**config.mk**
```make
export PLATFORM = sky130hd
export DESIGN_NAME = labeled_elastic_pipe
export DESIGN_NICKNAME = d
export VERILOG_FILES = /design/src/rtl/labeled_elastic_pipe.sv
export SDC_FILE = /design/constraint.sdc
export NUM_CORES = 1
export LEC_CHECK = 0
export ABC_AREA = 0
export BUFFER_PORTS_ARGS = -buffer_cell sky130_fd_sc_hd__buf_4
export CAP_MARGIN = 30
export CORE_MARGIN = 2
export CORE_UTILIZATION = 29
export CTS_CLUSTER_SIZE = 10
export DETAILED_ROUTE_END_ITERATION = 10
export RECOVER_POWER = 50
export SYNTH_ARGS = -nofsm -noshare
export SYNTH_HDL_FRONTEND = slang
export SYNTH_SLANG_ARGS = --single-unit
```
**constraint.sdc**
```tcl
create_clock -name clk -period 5.4 [get_ports clk]
set_input_delay 1.35 -clock clk [delete_from_list [all_inputs] [get_ports clk]]
set_output_delay 1.35 -clock clk [all_outputs]
set_load 0.1 [all_outputs]
```
**src/rtl/labeled_elastic_pipe.sv**
```systemverilog
// Elastic pipeline that carries a security label with each data word.
// Supports valid/ready backpressure, bubble collapsing and a label-based scrub that purges entries.
module labeled_elastic_pipe #(
  parameter int            DEPTH = 2,
  parameter int            DW    = 8,
  parameter int            LW    = 2,
  parameter logic [LW-1:0] FLOOR = '0,
  parameter int            CW    = 8
) (
  input  logic                         clk,
  input  logic                         rst,
  input  logic                         in_valid,
  output logic                         in_ready,
  input  logic [LW-1:0]                in_lbl,
  input  logic [DW-1:0]                in_data,
  output logic                         out_valid,
  input  logic                         out_ready,
  output logic [LW-1:0]                out_lbl,
  output logic [DW-1:0]                out_data,
  input  logic                         scrub,
  input  logic [LW-1:0]                scrub_lbl,
  output logic [$clog2(DEPTH+1)-1:0]   occupancy,
  output logic [CW-1:0]                drop_cnt
);

  localparam int OW = $clog2(DEPTH + 1);
  localparam int SW = CW + OW;

  logic [DEPTH-1:0] v_reg;
  logic [DEPTH-1:0] v_next;
  logic [DEPTH-1:0] adv;
  logic [DEPTH-1:0] offend;
  logic [DEPTH-1:0] src_v;
  logic [LW-1:0]    lbl_reg  [DEPTH];
  logic [LW-1:0]    lbl_next [DEPTH];
  logic [LW-1:0]    src_lbl  [DEPTH];
  logic [DW-1:0]    data_reg  [DEPTH];
  logic [DW-1:0]    data_next [DEPTH];
  logic [DW-1:0]    src_data  [DEPTH];
  logic [CW-1:0]    drop_reg;
  logic [CW-1:0]    drop_next;
  logic [OW-1:0]    n_drop;
  logic [OW-1:0]    occ;
  logic [SW-1:0]    drop_sum;

  // A stage may advance if the one ahead advances or if it is itself empty.
  always_comb begin
    adv = '0;
    adv[DEPTH-1] = out_ready | ~v_reg[DEPTH-1];
    for (int i = DEPTH - 2; i >= 0; i--) begin
      adv[i] = adv[i+1] | ~v_reg[i];
    end
  end

  // Load sources are zeroed when invalid so empty stages never hold residue.
  for (genvar gi = 0; gi < DEPTH; gi++) begin : g_stage
    assign offend[gi] = v_reg[gi] & (|(lbl_reg[gi] & ~scrub_lbl));
    if (gi == 0) begin : g_head
      assign src_v[gi]    = in_valid;
      assign src_lbl[gi]  = in_valid ? (in_lbl | FLOOR) : '0;
      assign src_data[gi] = in_valid ? in_data : '0;
    end else begin : g_body
      assign src_v[gi]    = v_reg[gi-1];
      assign src_lbl[gi]  = v_reg[gi-1] ? lbl_reg[gi-1] : '0;
      assign src_data[gi] = v_reg[gi-1] ? data_reg[gi-1] : '0;
    end
  end

  always_comb begin
    v_next = v_reg;
    for (int i = 0; i < DEPTH; i++) begin
      lbl_next[i]  = lbl_reg[i];
      data_next[i] = data_reg[i];
      if (scrub) begin
        if (offend[i]) begin
          v_next[i]    = 1'b0;
          lbl_next[i]  = '0;
          data_next[i] = '0;
        end
      end else if (adv[i]) begin
        v_next[i]    = src_v[i];
        lbl_next[i]  = src_lbl[i];
        data_next[i] = src_data[i];
      end
    end
  end

  always_comb begin
    n_drop = '0;
    occ    = '0;
    for (int i = 0; i < DEPTH; i++) begin
      n_drop = n_drop + OW'(offend[i]);
      occ    = occ + OW'(v_reg[i]);
    end
  end

  // Sum is computed wide so a large scrub cannot wrap before saturating.
  assign drop_sum = SW'(drop_reg) + SW'(n_drop);

  always_comb begin
    drop_next = drop_reg;
    if (scrub) begin
      if (drop_sum > SW'({CW{1'b1}})) begin
        drop_next = {CW{1'b1}};
      end else begin
        drop_next = drop_sum[CW-1:0];
      end
    end
  end

  always_ff @(posedge clk) begin
    if (rst) begin
      v_reg    <= '0;
      drop_reg <= '0;
      for (int i = 0; i < DEPTH; i++) begin
        lbl_reg[i]  <= '0;
        data_reg[i] <= '0;
      end
    end else begin
      v_reg    <= v_next;
      drop_reg <= drop_next;
      for (int i = 0; i < DEPTH; i++) begin
        lbl_reg[i]  <= lbl_next[i];
        data_reg[i] <= data_next[i];
      end
    end
  end

  assign in_ready  = adv[0] & ~scrub;
  assign out_valid = v_reg[DEPTH-1] & ~scrub;
  assign out_lbl   = lbl_reg[DEPTH-1];
  assign out_data  = data_reg[DEPTH-1];
  assign occupancy = occ;
  assign drop_cnt  = drop_reg;

endmodule

```
-- Yosys cells after proc, flatten, opt, wreduce, memory -nomap -nowiden
Memories as Yosys holds them, arrays and structs flattened.
Index checks and enable logic that the tools add are counted.
- bits in registers: 10
- bits in latches: 0
- memory bits (writable): 20
- memory bits (read-only): 0
- bits of input ports: 17
- output and inout port bits: 22
- logic and storage cells: 63
- memories: 2
- add/sub/neg operators: 3
- multiply operators: 0
- divide/modulo/power cells: 0
- order comparisons: 1
- eq/ne operators: 2
- shift-type cells: 0
- multiplexer cells: 30
- bitwise operators: 16
- reduce and logical (&&, ||, !) cells: 6
- memory list (name ; words ; width ; rd ports ; clocked after Yosys merged registers in ; wr ports ; line ; text):
    data_reg ; 2 ; 8 ; 2 ; 0 ; 2 ; 37 ; logic [DW-1:0] data_reg [DEPTH];
    lbl_reg ; 2 ; 2 ; 2 ; 0 ; 2 ; 34 ; logic [LW-1:0] lbl_reg [DEPTH];
- operator list (kind ; number):
    two-way mux 8 bit ; 11
    two-way mux 2 bit ; 10
    adder 8 x 2 -> 9 bit ; 1
    > comparator 9 x 8 -> 1 bit, second input constant ; 1
    two-way mux 1 bit ; 9
    OR 1 bit ; 6
    adder 1 x 1 -> 2 bit ; 2
    AND 1 bit ; 4
    AND 2 bit ; 2
    inequality test 2 x 1 -> 1 bit, second input constant ; 2
    AND reduction 2 bit ; 2
    nonzero test 2 bit ; 2
    OR reduction 2 bit ; 2
    NOT 1 bit ; 3
    NOT 2 bit ; 1

-- Depth between registers and ports, before layout
Gate-level depths: netlist of run 1.
- depth in word-level cells: 8
- gate-level depth with buffers: 8

-- Worst setup path before layout of run 1
No wires, ideal clock.
- path type: input -> output
- start point: input scrub
- end point: output out_valid
- data arrival time: 3014 ps
- required time: 4050 ps
- slack: 1036 ps
- stages: 3
- path buffers: 2
- cell sequence: buf_2 buf_2 nor2b_1
- word-level cells in the longest chain between the ends: 2
- ends and longest elaborated chain (element ; line ; text):
    start, declared ; 20 ; input logic scrub,
    NOT 1 bit ; 130 ; assign out_valid = v_reg[DEPTH-1] & ~scrub;
    AND 1 bit ; 130 ;
    end, declared ; 16 ; output logic out_valid,
No other way between the ends.

-- Worst setup path in the final report of run 1
- start point: input out_ready
- end point: output in_ready
- word-level cells in the longest chain between the ends: 3
- ends and longest elaborated chain (element ; line ; text):
    start, declared ; 17 ; input logic out_ready,
    OR 1 bit ; 49 ; adv[DEPTH-1] = out_ready | ~v_reg[DEPTH-1];
    OR 1 bit ; 51 ; adv[i] = adv[i+1] | ~v_reg[i];
    AND 1 bit ; 129 ; assign in_ready = adv[0] & ~scrub;
    end, declared ; 13 ; output logic in_ready,
No other way between the ends.

==> results of run 1 <==
## metal layers
metal | up-vias | share of wire, % | routed length (µm) | global-route usage [%]
met1 | 549 | 41 | 1379 | 14.26
met3 | 6 | 7.0 | 234 | 5.075
met2 | 48 | 50 | 1673 | 23.21
met4 | 0 | 1.3 | 43 | 4.848
met5 | - | 0 | 0 | 0
li1 | 561 | - | - | -
## worst reg2reg max path, cell delays in order, from the launching register on
cell and delay [ns]:
dfxtp_1 0.36, nor2b_1 0.26, o21a_1 0.18, fa_1 0.21, ha_1 0.25, and3_1 0.30, a41oi_1 0.15, a311oi_1 0.27
## cells in the mapped netlist, types with 2 or more instances
library cell	count
a311oi_1	3
nor2b_1	13
ha_1	2
and4_1	2
nand2b_1	3
a32o_1	20
buf_4	11
nand3_1	2
a21oi_1	5
and3_1	3
nor2_1	6
a221oi_1	2
dfxtp_1	30
nand2_1	3
buf_2	6
buf_6	2
inv_1	5
a311oi_2	2
## per-stage QoR
| stage | power [µW] | hold WS [ns] | setup slack [ns] |
|---|---|---|---|
| 4_1_cts | 528.2 | 0.4634 | 1.766 |
| 6_report | 522.8 | 0.4627 | 1.754 |
| 5_1_grt | 545.6 | 0.4866 | 1.669 |
| 3_5_place_dp | 301.5 | 0.4488 | 1.769 |
| 3_3_place_gp | 300.4 | 0.4509 | 1.780 |
| 2_1_floorplan | 283.6 | 0.4342 | 1.036 |
## worst paths after layout
path | to | slack, ns | cells past startpoint
worst max-delay path | in_ready | 1.75 | 5
worst max register to register | drop_cnt[6] | 3.32 | 7
worst min-delay path | data_reg[0][12] | 0.46 | 1
worst min register to register | data_reg[0][12] | 0.46 | 1
## logic make-up after synthesis
kind of cell             synth area share (%)
AND/OR/NAND/NOR                         16.24
adder cells (fa/ha/maj)                 3.177
XOR/XNOR                               0.6179
flip-flops                              42.37
buffers and inverters                   11.39
AO/OA/AOI/OAI                           26.21
## power by group
| part | leakage (µW) | internal [µW] | switching, µW |
|---|---|---|---|
| registers | 0.000244 | 227 | 4.72 |
| logic | 0.000390 | 20.1 | 44.0 |
| clock network | 0.0000573 | 147 | 79.6 |
| total | 0.000691 | 394 | 128 |
## final cells by class
| type | count | area (µm²) | area share (%) |
|---|---|---|---|
| clock buffers | 6 | 82.58 | 4.741 |
| repair buffers | 38 | 270.3 | 15.52 |
| well taps | 67 | 83.83 | 4.813 |
| clock inverters | 1 | 30.03 | 1.724 |
| inverters | 6 | 22.52 | 1.293 |
| flip-flops and latches | 30 | 600.6 | 34.48 |
| multi-input cells | 82 | 651.9 | 37.43 |
==> results.md, run 1 <==
* Worst Setup SP: out_ready
* Endpoints failing setup at 0
* Slowest CP cell: nand2_1
* Hold WC Path Type: flip-flop to flip-flop
* # rows at 25
* Nets at 183
* RD Place Congestion at 0.7582
* Largest register FFs at 16
* RSZ-0062 raised after global routing: false
* Rel. slew slack at 22.42%
* Area Growth Syn to Fin at 22.86%
* ANT nets after route at 0
* Post-synthesis cell type count at 36
* Initial Util at 30.01%
* HPWL Detailed at 2377 µm
* Largest stage delay, worst path at 0.33 ns
* Routed WL at 3330 µm
* Post-CTS Setup Inserts at 0
* Worst Hold Launch: data_reg[0][4]
* Cells after DPL at 223
* Overall Global Routing Usage at 13.17%
* EDFF count, synth at 0
* Most common cell after layout, fill and taps aside: buf_4
* DRT Pass-1 Iters at 4
* Worst EP required at 4.05 ns
* Area leader, netlist: dfxtp_1
* Period utilization at 67.52%
* Clk sink count at 30
* Die Height at 73.92 µm
* CP bufs+invs at 3
* Synth top area share at 42.37%
* Max FO, Critical Path at 11
* CTS tree: yes
* Fraction of registers with async set/reset at 0%
* Layout Utilization at 36.87%
* Largest net degree at the start of global routing at 23
* TritonCTS Buffers at 5
* Final instance area at 0.001742 mm²
* Crit. End Element: primary output
* Fillers at 491
* Worst-path clk slew at 0.06 ns
* Layout cells sized above 1 at 28.22%
* Initial DRC count at 64
* Final Instance Count excl. Fillers at 230
* DR vias/cell at 5.061
* Resized Gates After CTS at 0
* CTS max path bufs at 2
* Core ar. at 0.004723 mm²
* Die area at 0.005463 mm²
* Number of placed I/O pins at 39
* Max Slew Vio Count at 0
* Crit path time final at 3.646 ns
* Synth Register Bits at 30
* Die Wd at 73.92 µm
* CTS Root Cell: clkbuf_8
* Slew @ Worst Pin at 1.169 ns
* Avg Cell Area, Syn at 10.27 µm²
* Startpoint types: primary input
* Port buffer count at 38
* Clock Latency Late Sink at 0.28 ns
* Syn Inst Count at 138
* Most used DFF post-synth: dfxtp_1
* Total placed instance area at 0.001648 mm²
* PwrDens at 300.2 mW/mm²
* H-tree levels at 2
* Cell Area, Synth at 0.001418 mm²
* VDD IR max at 107.5 µV
* Critical path cell sequence: clkbuf_4, nand3b_1, nand2_1, inv_1, buf_4
* Ys Warns at 0
* Max_cap viols at 0
* Hold Vio Cnt, Final at 0
* TNS Setup at 0 ns
* Via Count at 1164
* Most frequent cells in the layout: buf_4, dfxtp_1, a32o_1
* Area contributors post-synth: dfxtp_1, a32o_1, buf_4
* Antenna cells at 0
* Max Clock Skew at 0.006095 ns
* Grt total ovfl at 0
* First-pass GRT wire length at 5375 µm
* Critical path arrival at 2.30 ns
* Worst path top cell family by delay: simple AND/OR/NAND/NOR gates
* CP Class: primary input to primary output
* Leak at 0.0006905 µW
* Drt drc at 0
* Fmax at 274.3 MHz
* Status: complete, no violations
* Reg2reg start: lbl_reg[0][2]
* Initial antenna violation count at 0
* Register area share after synthesis at 42.37%
* CTS Hold Bufs at 0
* Synthesized Nets at 158
* Drt wl/cell at 14.48 µm
* Vias in the first global route at 1193
(Power assumes the default switching activity.)
==> run 2: changes to the inputs <==
Clock period 5.4 ns to 3.3 ns, I/O delays scaled along.
==> run 2 against run 1 <==
Net effect:
- power is 63% higher
- hold slack worse by 0.0051 ns
- via count is 2.8% lower
- clock skew is 0.0017 ns higher
- final area hardly changed
- critical path depth stayed put
- count of clock-buffer cells in the layout stayed put
- die area stayed put
- final cell count stayed put
- wire length is 3.7% lower
- sequential share of layout area hardly changed
- setup slack worse by 1.0 ns
- highest routed layer unchanged
==> results.md, run 2 (synthesis gave the netlist of run 1 again) <==
* Hold WC Path Type: flip-flop to flip-flop
* CTS Hold Bufs at 0 (unchanged)
* Crit path time final at 2.585 ns
* Grt total ovfl at 0 (unchanged)
* Total power at 850.6 µW (+63%)
* # rows at 25 (unchanged)
* Max_cap viols at 0 (unchanged)
* Hold path cells at 1 (unchanged)
* Nets at 183 (unchanged)
* Initial antenna violation count at 0 (unchanged)
* Startpoint types: primary input
* H-tree levels at 2 (unchanged)
* Die Wd at 73.92 µm (unchanged)
* Port buffer count at 38 (unchanged)
* Largest stage delay, worst path at 0.33 ns (about the same)
* Worst EP required at 2.47 ns (-1.58 ns)
* Number of placed I/O pins at 39 (unchanged)
* RSZ-0062 raised after global routing: false
* Routed WL at 3208 µm (-3.7%)
* Resized Gates After CTS at 0 (unchanged)
* Period utilization at 78.34%
* Initial Util at 30.01% (unchanged)
* CTS tree: yes
* Post-CTS Setup Inserts at 0 (unchanged)
* Core ar. at 0.004723 mm² (unchanged)
* Rel. slew slack at 22.47% (+0.049 points)
* Worst path depth at 5 (unchanged)
* CP Class: primary input to primary output
* Die area at 0.005463 mm² (unchanged)
* Status: complete, no violations
* Crit. End Element: primary output
* Initial DRC count at 67 (+4.7%)
* Max Clock Skew at 0.007764 ns (+0.001669 ns)
* Vias in the first global route at 1056 (-11%)
* CTS max path bufs at 2 (unchanged)
* CTS Root Cell: clkbuf_8
* Die Height at 73.92 µm (unchanged)
* RD Place Congestion at 0.7524 (-0.76%)
* Critical path cell sequence: clkbuf_4, nand3b_1, nand2_1, inv_1, buf_4
* Drt drc at 0 (unchanged)
* Layout Utilization at 36.85% (about the same)
* ANT nets after route at 0 (unchanged)
* Slowest CP cell: nand2_1
* PwrDens at 488.7 mW/mm² (+63%)
* Fillers at 485 (-1.2%)
* DR vias/cell at 4.917 (-2.8%)
* Most frequent cells in the layout: buf_4, dfxtp_1, a32o_1
* HPWL Detailed at 2328 µm (-2.1%)
* Fmax at 386.8 MHz
* Endpoints failing setup at 0 (unchanged)
* DRT Pass-1 Iters at 4 (unchanged)
* CP bufs+invs at 3 (unchanged)
* Final Instance Count excl. Fillers at 230 (unchanged)
* Antenna cells at 0 (unchanged)
* Worst-path clk slew at 0.06 ns (about the same)
* VDD IR max at 186.2 µV (+73%)
* Most common cell after layout, fill and taps aside: buf_4
* Hold Vio Cnt, Final at 0 (unchanged)
* Overall Global Routing Usage at 12.27% (-0.89 points)
* Clk sink count at 30 (unchanged)
* First-pass GRT wire length at 5099 µm (-5.1%)
* Drt wl/cell at 13.95 µm (-3.7%)
* Area Growth Syn to Fin at 22.77% (about the same)
* Max FO, Critical Path at 11 (unchanged)
* Clock Latency Late Sink at 0.27 ns (about the same)
* Largest register FFs at 16 (unchanged)
* TritonCTS Buffers at 5 (unchanged)
* Critical path arrival at 1.76 ns (-0.54 ns)
* Via Count at 1131 (-2.8%)
* Layout cells sized above 1 at 28.22% (unchanged)
* Max Slew Vio Count at 0 (unchanged)
* Slew @ Worst Pin at 1.168 ns (-0.0007433 ns)
* Leak at 0.0006877 µW (-0.41%)
* Worst path top cell family by delay: simple AND/OR/NAND/NOR gates
* TNS Setup at 0 ns (unchanged)
* Cells after DPL at 223 (unchanged)
* Worst-case reg-to-reg path depth at 7 (unchanged)
* Largest net degree at the start of global routing at 23 (unchanged)
## run 2: stage by stage
stage / hold slack, ns / worst slack, ns / instance area (µm²)
floorplan: 0.4342 / 0.5166 / 1420
global placement: 0.4380 / 0.6947 / 1650
detailed placement: 0.4529 / 0.5821 / 1650
CTS: 0.4635 / 0.7151 / 1763
global route: 0.4790 / 0.6342 / 1740
finish: 0.4577 / 0.7148 / 1740
## run 2: per-layer routing
metal  up-vias  wire length, µm  global-route usage (%)
met4         0               12                   3.030
met1       541             1511                   16.28
met2        31             1498                   19.25
met3         2              186                   4.115
li1        557                -                       -
met5         -                0                       0
## run 2: area by class of cell
class / count / area (µm²) / area share, %
sequential: 30 / 600.6 / 34.51
multi-input combinational: 82 / 654.4 / 37.60
timing repair buffer: 38 / 266.5 / 15.31
tap: 67 / 83.83 / 4.817
clock buffer: 6 / 82.58 / 4.745
inverter: 6 / 22.52 / 1.294
clock inverter: 1 / 30.03 / 1.725
## run 2: path summary, 6_finish.rpt
path / startpoint / endpoint / slack (ns)
worst max-delay path: out_ready / in_ready / 0.71
worst min-delay path: data_reg[0][3] / data_reg[0][11] / 0.46
worst max register to register: lbl_reg[0][2] / drop_cnt[6] / 1.17
worst min register to register: data_reg[0][3] / data_reg[0][11] / 0.46
## run 2: power breakdown
group	internal (µW)	switching (µW)
combinational	32.7	71.6
sequential	371	7.99
clock	241	126
